--- config.mk ---
export PLATFORM = sky130hd
export DESIGN_NAME = program_loader_flat
export DESIGN_NICKNAME = d
export VERILOG_FILES = /design/src/rtl/program_loader_if.sv /design/src/rtl/program_loader.sv /design/src/flat_wrapper.sv
export SDC_FILE = /design/constraint.sdc
export NUM_CORES = 1
export LEC_CHECK = 0
export CORE_AREA = 4 4 140 142
export CTS_BUF_LIST = sky130_fd_sc_hd__clkbuf_8
export DETAILED_ROUTE_END_ITERATION = 8
export DIE_AREA = 0 0 144 146
export GPL_TIMING_DRIVEN = 0
export SYNTH_ARGS = -nofsm -noshare
export SYNTH_HDL_FRONTEND = slang
export SYNTH_SLANG_ARGS = --single-unit
--- constraint.sdc ---
create_clock -name clock_i -period 2.65 [get_ports clock_i]
set_input_delay 0.53 -clock clock_i [delete_from_list [all_inputs] [get_ports clock_i]]
set_output_delay 0.53 -clock clock_i [all_outputs]
set_load 0.05 [all_outputs]
--- src/rtl/program_loader_if.sv ---
// program_loader_if: byte-stream input, reload pulse, imem write port and status of the boot loader.
// slave is the loader side; master is the board/environment side.
interface program_loader_if;
    logic        byte_valid;
    logic [7:0]  byte_data;
    logic        byte_ready;
    logic        load_request;
    logic [31:0] imem_write_address;
    logic [31:0] imem_write_value;
    logic        imem_write_enable;
    logic        processor_reset;
    logic        loader_done;
    logic        loader_error;
    logic [15:0] words_loaded;
    modport slave (
        input  byte_valid, byte_data, load_request,
        output byte_ready, imem_write_address, imem_write_value, imem_write_enable,
        output processor_reset, loader_done, loader_error, words_loaded
    );
    modport master (
        output byte_valid, byte_data, load_request,
        input  byte_ready, imem_write_address, imem_write_value, imem_write_enable,
        input  processor_reset, loader_done, loader_error, words_loaded
    );
endinterface

--- src/rtl/program_loader.sv ---
// program_loader: assembles a big-endian byte stream into imem words, then releases the processor.
// Defining LOADER_CHECKSUM_EN adds a trailing XOR checksum byte checked before release.
module program_loader #(
    parameter int MEM_WORDS = 256
) (
    input logic            clock_i,
    input logic            reset_i,
    program_loader_if.slave bus
);
`ifdef LOADER_CHECKSUM_EN
    typedef enum logic [2:0] {COUNT_HI, COUNT_LO, DATA, CHECK, FLUSH, RUN, ERROR} state_e;
    localparam state_e AFTER_DATA = CHECK;
`else
    typedef enum logic [2:0] {COUNT_HI, COUNT_LO, DATA, FLUSH, RUN, ERROR} state_e;
    localparam state_e AFTER_DATA = FLUSH;
`endif
    state_e      state_q, state_d;
    logic [15:0] count_q, count_d, idx_q, idx_d, words_q, words_d;
    logic [23:0] word_q, word_d;
    logic [31:0] addr_q, addr_d, val_q, val_d;
    logic [1:0]  bcnt_q, bcnt_d;
    logic        we_q, we_d, flush_q, flush_d;
    logic        xfer, load, word_end;
    logic [15:0] n;
`ifdef LOADER_CHECKSUM_EN
    logic [7:0]  csum_q, csum_d;
`endif
    assign xfer     = bus.byte_valid && bus.byte_ready;
    assign load     = bus.load_request && (state_q == RUN || state_q == ERROR);
    assign n        = {count_q[15:8], bus.byte_data};
    assign word_end = xfer && state_q == DATA && bcnt_q == 2'd3;
    always_ff @(posedge clock_i) state_q <= reset_i ? COUNT_HI : state_d;
    always_comb begin
        state_d = state_q;
        case (state_q)
            COUNT_HI: state_d = xfer ? COUNT_LO : COUNT_HI;
            COUNT_LO: if (xfer) state_d = {16'd0, n} > 32'(MEM_WORDS) ? ERROR : n == 16'd0 ? AFTER_DATA : DATA;
            DATA:     if (word_end && idx_q + 16'd1 == count_q) state_d = AFTER_DATA;
`ifdef LOADER_CHECKSUM_EN
            CHECK:    if (xfer) state_d = bus.byte_data == csum_q ? FLUSH : ERROR;
`endif
            FLUSH:    state_d = flush_q ? RUN : FLUSH;
            RUN:      state_d = load ? COUNT_HI : RUN;
            ERROR:    state_d = load ? COUNT_HI : ERROR;
            default:  state_d = COUNT_HI;
        endcase
    end
    always_comb begin
        count_d = count_q;
        word_d  = word_q;
        bcnt_d  = bcnt_q;
        idx_d   = idx_q;
        addr_d  = addr_q;
        val_d   = val_q;
        we_d    = word_end;
        flush_d = state_q == FLUSH && !flush_q;
        words_d = words_q + {15'd0, we_q};
        if (xfer && state_q == COUNT_HI) count_d = {bus.byte_data, 8'h00};
        if (xfer && state_q == COUNT_LO) count_d = n;
        if (xfer && state_q == DATA) begin
            word_d = {word_q[15:0], bus.byte_data};
            bcnt_d = bcnt_q + 2'd1;
        end
        if (word_end) begin
            addr_d = {14'd0, idx_q, 2'b00};
            val_d  = {word_q, bus.byte_data};
            idx_d  = idx_q + 16'd1;
        end
        if (load) begin
            idx_d   = '0;
            bcnt_d  = '0;
            words_d = '0;
        end
    end
`ifdef LOADER_CHECKSUM_EN
    always_comb csum_d = load ? 8'h00 : xfer && state_q == DATA ? csum_q ^ bus.byte_data : csum_q;
    always_ff @(posedge clock_i) csum_q <= reset_i ? 8'h00 : csum_d;
`endif
    always_ff @(posedge clock_i) begin
        if (reset_i) begin
            count_q <= '0;
            word_q  <= '0;
            bcnt_q  <= '0;
            idx_q   <= '0;
            addr_q  <= '0;
            val_q   <= '0;
            we_q    <= 1'b0;
            flush_q <= 1'b0;
            words_q <= '0;
        end else begin
            count_q <= count_d;
            word_q  <= word_d;
            bcnt_q  <= bcnt_d;
            idx_q   <= idx_d;
            addr_q  <= addr_d;
            val_q   <= val_d;
            we_q    <= we_d;
            flush_q <= flush_d;
            words_q <= words_d;
        end
    end
    always_comb begin
        bus.byte_ready         = !(state_q inside {FLUSH, RUN, ERROR});
        bus.processor_reset    = state_q != RUN;
        bus.loader_done        = state_q == RUN;
        bus.loader_error       = state_q == ERROR;
        bus.imem_write_enable  = we_q;
        bus.imem_write_address = addr_q;
        bus.imem_write_value   = val_q;
        bus.words_loaded       = words_q;
    end
endmodule

--- src/flat_wrapper.sv ---
// flat-port wrapper written by rule: the top's interface ports become plain ports
module program_loader_flat 
#(
    parameter int MEM_WORDS = 256
)
  (clock_i, reset_i, bus_byte_valid, bus_byte_data, bus_load_request, bus_byte_ready, bus_imem_write_address, bus_imem_write_value, bus_imem_write_enable, bus_processor_reset, bus_loader_done, bus_loader_error, bus_words_loaded);
  program_loader_if bus_i ();
  input logic clock_i;
  input logic reset_i;
  input wire logic [$bits(bus_i.byte_valid)-1:0] bus_byte_valid;
  input wire logic [$bits(bus_i.byte_data)-1:0] bus_byte_data;
  input wire logic [$bits(bus_i.load_request)-1:0] bus_load_request;
  output wire logic [$bits(bus_i.byte_ready)-1:0] bus_byte_ready;
  output wire logic [$bits(bus_i.imem_write_address)-1:0] bus_imem_write_address;
  output wire logic [$bits(bus_i.imem_write_value)-1:0] bus_imem_write_value;
  output wire logic [$bits(bus_i.imem_write_enable)-1:0] bus_imem_write_enable;
  output wire logic [$bits(bus_i.processor_reset)-1:0] bus_processor_reset;
  output wire logic [$bits(bus_i.loader_done)-1:0] bus_loader_done;
  output wire logic [$bits(bus_i.loader_error)-1:0] bus_loader_error;
  output wire logic [$bits(bus_i.words_loaded)-1:0] bus_words_loaded;
  assign bus_i.byte_valid = bus_byte_valid;
  assign bus_i.byte_data = bus_byte_data;
  assign bus_i.load_request = bus_load_request;
  assign bus_byte_ready = bus_i.byte_ready;
  assign bus_imem_write_address = bus_i.imem_write_address;
  assign bus_imem_write_value = bus_i.imem_write_value;
  assign bus_imem_write_enable = bus_i.imem_write_enable;
  assign bus_processor_reset = bus_i.processor_reset;
  assign bus_loader_done = bus_i.loader_done;
  assign bus_loader_error = bus_i.loader_error;
  assign bus_words_loaded = bus_i.words_loaded;
  program_loader #(.MEM_WORDS(MEM_WORDS)) u_core (.clock_i(clock_i), .reset_i(reset_i), .bus(bus_i));
endmodule
==> flow_summary.toml, run 1 <==
[routing]
via_per_inst = 4.53
wl_met1_mm = 6.62
wl_met3_um = 719
drtAntennaViolNets = 0
highest_layer = "met4"
drtPass1Iterations = 4
met2_length_mm = 6.37
routed_wirelength_mm = 13.9
route.detailed.drc = 0
vias = 4733
first_iter_violations = 352
wl_per_cell_um = 13.3

[worst_hold_path]
hp-class = "reg2reg"

[power]
power_density_nw_per_um2 = 641
power.leakage_nw = 2.48
vdd.ir_drop.worst_v = 0.000292

[global_routing]
antenna_found_initial = 0
track_usage = 0.137
grt_pass1_vias = 4527
grt_first_pass_wirelength_mm = 23.1
grt_max_degree = 17
grt_overflow = 0

[timing]
finalHoldViolations = 0
fin_crit_ns = 2.43
final-setup-viol-count = 0
worstMarginPinSlew_ns = 0.745
max_freq_mhz = 411
timing.slew.headroom = 0.499
drv_slew = 0
timing.final.ws_setup_ns = 0.219
hold_ws_ns = 0.454
clock_skew_ns = 0.00989
finalCritPeriodShare = 0.917
setup_tns_ns = 0
rsz0062_at_grt = "no"

[critical_path]
crit_path_end_kind = "primary output"
r2r_slack_ns = 0.43
cpPeakStageDelay_ns = 0.52
critical-path-slowest-cell = "dlygate4sd2_1"
crit_required_ns = 2.12
cp_max_fo = 8
critPathKind = "reg2out"
worstPathArrival_ns = 1.90
critPathLaunchType = "flip-flop"
crit_chain = "buf_2, nor2b_1, nand2b_1, inv_1, dlygate4sd2_1"

[logic_synthesis]
ys_warn_count = 0
yosysSeqAreaShare = 0.471
synthCells = 683
synth_area_leaders = "dfxtp_1 47%, nand2_1 13%, a21oi_1 9.3%"
ys_seq_elements = 127
yosysTopAreaCell = "dfxtp_1"
netlist-cell-type-count = 43
ys.flop_type = "dfxtp_1"
postSynthAreaPerCell_um2 = 7.90
yosysMostFrequentCell = "nand2_1"
synth.cell_area_um2 = 5400
yosys-top-cells-count = "192 x nand2_1, 127 x dfxtp_1, 100 x a21oi_1, 41 x nor2_1, 27 x xnor2_1"
netlist.area_leader.share = 0.471
synth-edff-count = 0
synth-async-reset-ratio = 0

[placed_design]
place_inst = 1012
port_buffers = 80
dpl_cell_area_um2 = 6550
gp_congestion = 0.839
dp.final_hpwl_mm = 10.2
pre_cts_ws_ns = 0.0441

[floorplan]
io_pins = 97
die_h_um = 146
core_area_um2 = 18500
dieArea_um2 = 21000
row_count = 50
fp.dieW_um = 144
start_util = 0.293

[clocking]
clock-sinks = 127
cts_buffer_depth = 2
clk_pin_slew_ns = 0.07
post_cts_buffers = 0
cts-hold-fix-buffers = 0
clk_latency_ns = 0.45
htreeDepth = 4
cts_tree = "yes"
cts_buffers = 17
cts_root_buffer = "clkbuf_8"

[final_layout]
multi_input_area_um2 = 2560
fillers = 1918
diodes = 0
regArea_um2 = 2540
drive_above_1_share = 0.0864
fin_cells = 1044
final_net_count = 813
syn2layout_area_growth_pct = 29.3
final_area_um2 = 6980

[outcome]
status = "finished, final reports clean"

[run]
drv_cap = 0
[sequential cells by signal, indices dropped and copies added (netlist names), 2 cells and up]
signal / cells
u_core.bcnt_q: 2
u_core.word_q: 24
u_core.idx_q: 16
u_core.state_q: 3
u_core.count_q: 16
u_core.bus.imem_write_value: 32
u_core.bus.imem_write_address: 16
u_core.bus.words_loaded: 16
[per-stage QoR]
step	total power, W	utilization
2_1_floorplan	0.00253	-
3_3_place_gp	0.00270	0.355
3_5_place_dp	0.00271	0.355
4_1_cts	0.00452	0.378
5_1_grt	0.00468	0.378
6_report	0.00448	0.378
[layer usage]
metal  GRT usage  vias to the layer above
met1       0.187                     2150
li1            -                     2461
met4      0.0513                        0
met3      0.0358                       13
met2       0.206                      109
met5           0                        -
[logic make-up (layout without fill, tap and decap cells)]
kind of cell / count (synthesis) / after routing / synth area share
buffers and inverters: 69 / 181 / 0.0658
AOI/OAI and AO/OA: 131 / 131 / 0.129
DFF: 127 / 127 / 0.471
other: 1 / 16 / 0.000695
and+or+nand+nor: 301 / 301 / 0.243
xor gates and xnor gates: 49 / 49 / 0.0795
adders and majority gates: 4 / 4 / 0.00927
muxes: 1 / 1 / 0.00185
[worst max-delay path: cells and delay by family (launching register included)]
| kind | cells | cell delay, ns |
|---|---|---|
| and+or+nand+nor | 2 | 0.40 |
| buffers and inverters | 3 | 0.75 |
| DFF | 1 | 0.30 |
[worst paths after layout]
check | startpoint | endpoint | cells after the start
hold reg to reg | u_core.bus.imem_write_value[29] | u_core.bus.imem_write_value[29] | 2
setup / recovery | u_core.state_q[2] | bus_loader_done | 5
setup reg to reg | u_core.idx_q[0] | u_core.state_q[0] | 7
hold / removal | u_core.bus.imem_write_value[29] | u_core.bus.imem_write_value[29] | 2
[final cells by class]
type | instances | area share
Multi-Input combinational cell | 502 | 0.366
Sequential cell | 127 | 0.364
Timing Repair Buffer | 80 | 0.115
Buffer | 63 | 0.0477
Tap cell | 234 | 0.0419
Clock buffer | 19 | 0.0375
Clock inverter | 13 | 0.0247
Inverter | 6 | 0.00323
[power by group]
part           switching, W  total, W  internal [W]
registers         0.0000530   0.00203       0.00197
clock network      0.000753   0.00181       0.00106
logic              0.000422  0.000636      0.000214
[placed cells by master (no fill, tap or decap), types with 16 or more instances in the layout]
cell type        Yosys  routed
xnor2_1             27      27
nor2_1              41      41
o21ai_0             17      17
buf_2               19      19
clkbuf_8             0      19
xor2_1              22      22
clkdlybuf4s50_1      0      76
clkbuf_1            24      24
dfxtp_1            127     127
nand2_1            192     192
conb_1               1      16
buf_4               19      19
a21oi_1            100     100
[timing repair]
item | in CTS | in global routing
gates cloned | 0 | 0
endpoints found under the setup margin | 3 | 1
resized for setup | 3 | 1
Power figures use the tool's default switching activity.
==> inputs of run 2 (changes only) <==
--- a/config.mk
+++ b/config.mk
@@ -10,6 +10,7 @@
 export DETAILED_ROUTE_END_ITERATION = 8
 export DIE_AREA = 0 0 144 146
 export GPL_TIMING_DRIVEN = 0
+export HOLD_SLACK_MARGIN = 0.08
 export SYNTH_ARGS = -nofsm -noshare
 export SYNTH_HDL_FRONTEND = slang
 export SYNTH_SLANG_ARGS = --single-unit
==> results of run 2 <==
Final layout, timing and power as in run 1 (identical DEF).
==> inputs of run 3 (changes only) <==
--- a/config.mk
+++ b/config.mk
@@ -5,10 +5,10 @@
 export SDC_FILE = /design/constraint.sdc
 export NUM_CORES = 1
 export LEC_CHECK = 0
-export CORE_AREA = 4 4 140 142
+export CORE_AREA = 4 4 166 120
 export CTS_BUF_LIST = sky130_fd_sc_hd__clkbuf_8
 export DETAILED_ROUTE_END_ITERATION = 8
-export DIE_AREA = 0 0 144 146
+export DIE_AREA = 0 0 170 124
 export GPL_TIMING_DRIVEN = 0
 export HOLD_SLACK_MARGIN = 0.08
 export SYNTH_ARGS = -nofsm -noshare
==> constraint.sdc (replaced) <==
create_clock -name clock_i -period 2.65 [get_ports clock_i]
set_input_delay 0.53 -clock clock_i [delete_from_list [all_inputs] [get_ports clock_i]]
set_output_delay 0.53 -clock clock_i [all_outputs]
set_load 0.005 [all_outputs]
==> flow_summary.toml, run 3 (synthesis gave the netlist of run 1 again) <==
[critical_path]
critPathKind = "reg2out"
cp_max_fo = 8
critPathLaunchType = "flip-flop"
worstPathArrival_ns = 1.85
crit_required_ns = 2.12
crit_path_end_kind = "primary output"

[clocking]
cts-hold-fix-buffers = 0
htreeDepth = 4
clock-sinks = 127
clk_latency_ns = 0.43
post_cts_buffers = 0
cts_tree = "yes"
ctsResizeCount = 0
clk_pin_slew_ns = 0.08
cts_buffer_depth = 2
cts_buffers = 17
cts_root_buffer = "clkbuf_8"

[power]
power_density_nw_per_um2 = 611
vdd.ir_drop.worst_v = 0.000296
power.leakage_nw = 2.42

[global_routing]
grt_max_degree = 17
antenna_found_initial = 0
grt_pass1_vias = 4389
grt_overflow = 0
track_usage = 0.141
grt_first_pass_wirelength_mm = 23.6

[floorplan]
die_h_um = 124
row_count = 42
core_area_um2 = 18400
fp.dieW_um = 170
dieArea_um2 = 21100
start_util = 0.293
io_pins = 97

[final_layout]
multi_input_area_um2 = 2560
final_common_cell = "nand2_1"
largest_register_ffs = 32
final_cell_mix = "192 x nand2_1, 127 x dfxtp_1, 100 x a21oi_1, 80 x clkdlybuf4s50_1, 41 x nor2_1"
fillers = 1956
diodes = 0
regArea_um2 = 2540
syn2layout_area_growth_pct = 28.5
drive_above_1_share = 0.0902
final_net_count = 813
postLayoutCoreUtil = 0.376

[timing]
final-setup-viol-count = 0
timing.slew.headroom = 0.502
finalCritPeriodShare = 0.899
clock_skew_ns = 0.0139
worstMarginPinSlew_ns = 0.741
finalHoldViolations = 0
fin_crit_ns = 2.38
setup_tns_ns = 0
rsz0062_at_grt = "no"
max_freq_mhz = 420
drv_slew = 0

[routing]
drtAntennaViolNets = 0
via_per_inst = 4.56
vias = 4788
first_iter_violations = 357
routed_wirelength_mm = 14.6
drtPass1Iterations = 7
wl_per_cell_um = 13.9
route.detailed.drc = 0

[outcome]
status = "finished, final reports clean"

[placed_design]
port_buffers = 80
dp.final_hpwl_mm = 10.8
gp_congestion = 0.833

[run]
drv_cap = 0

[worst_hold_path]
hp-class = "reg2reg"
-- run 3: power breakdown --
part,internal (W),switching [W]
Combinational,0.000219,0.000362
Sequential,0.00197,0.0000540
Clock,0.000827,0.000803
-- run 3: critical path: stages, from the launching register on --
cell             delay (ns)
dfxtp_1                0.31
buf_2                  0.18
nand2b_1               0.17
inv_1                  0.09
a21oi_1                0.15
clkdlybuf4s50_1        0.53
-- run 3: final cells by class --
cell class	instances	area share
plain buffers	63	0.0480
clock buffers	17	0.0337
clock inverters	14	0.0207
inverters	6	0.00325
well taps	242	0.0437
multi-input cells	502	0.369
flip-flops and latches	127	0.367
repair buffers	80	0.115
-- run 3: worst paths after layout --
path	startpoint	end	slack, ns	cells after the start
min reg2reg	u_core.bus.imem_write_address[12]	u_core.bus.imem_write_address[12]	0.45	2
min	u_core.bus.imem_write_address[12]	u_core.bus.imem_write_address[12]	0.45	2
max	u_core.state_q[2]	bus_byte_ready	0.27	5
max reg2reg	u_core.idx_q[0]	u_core.state_q[0]	0.37	7
-- run 3: layer usage --
metal / GRT usage / wire length [um] / vias to the layer above
met1: 0.219 / 7840 / 2182
li1: - / - / 2463
met4: 0.0299 / 34 / 0
met3: 0.0482 / 1170 / 4
met2: 0.182 / 5560 / 139
met5: 0 / 0 / -
-- run 3: per-stage QoR --
| stage | instances | area [um^2] | hold WS, ns | total power [W] | worst slack [ns] |
|---|---|---|---|---|---|
| final | 1051 | 6940 | 0.455 | 0.00424 | 0.268 |
| after global placement | 1020 | 6560 | 0.445 | 0.00263 | 0.00184 |
| after floorplan | 698 | 5460 | 0.432 | 0.00245 | 0.879 |
| after global routing | 1051 | 6940 | 0.472 | 0.00444 | 0.0619 |
| after detailed placement | 1020 | 6560 | 0.447 | 0.00264 | 0.0101 |
| after CTS | 1051 | 6940 | 0.458 | 0.00426 | 0.253 |
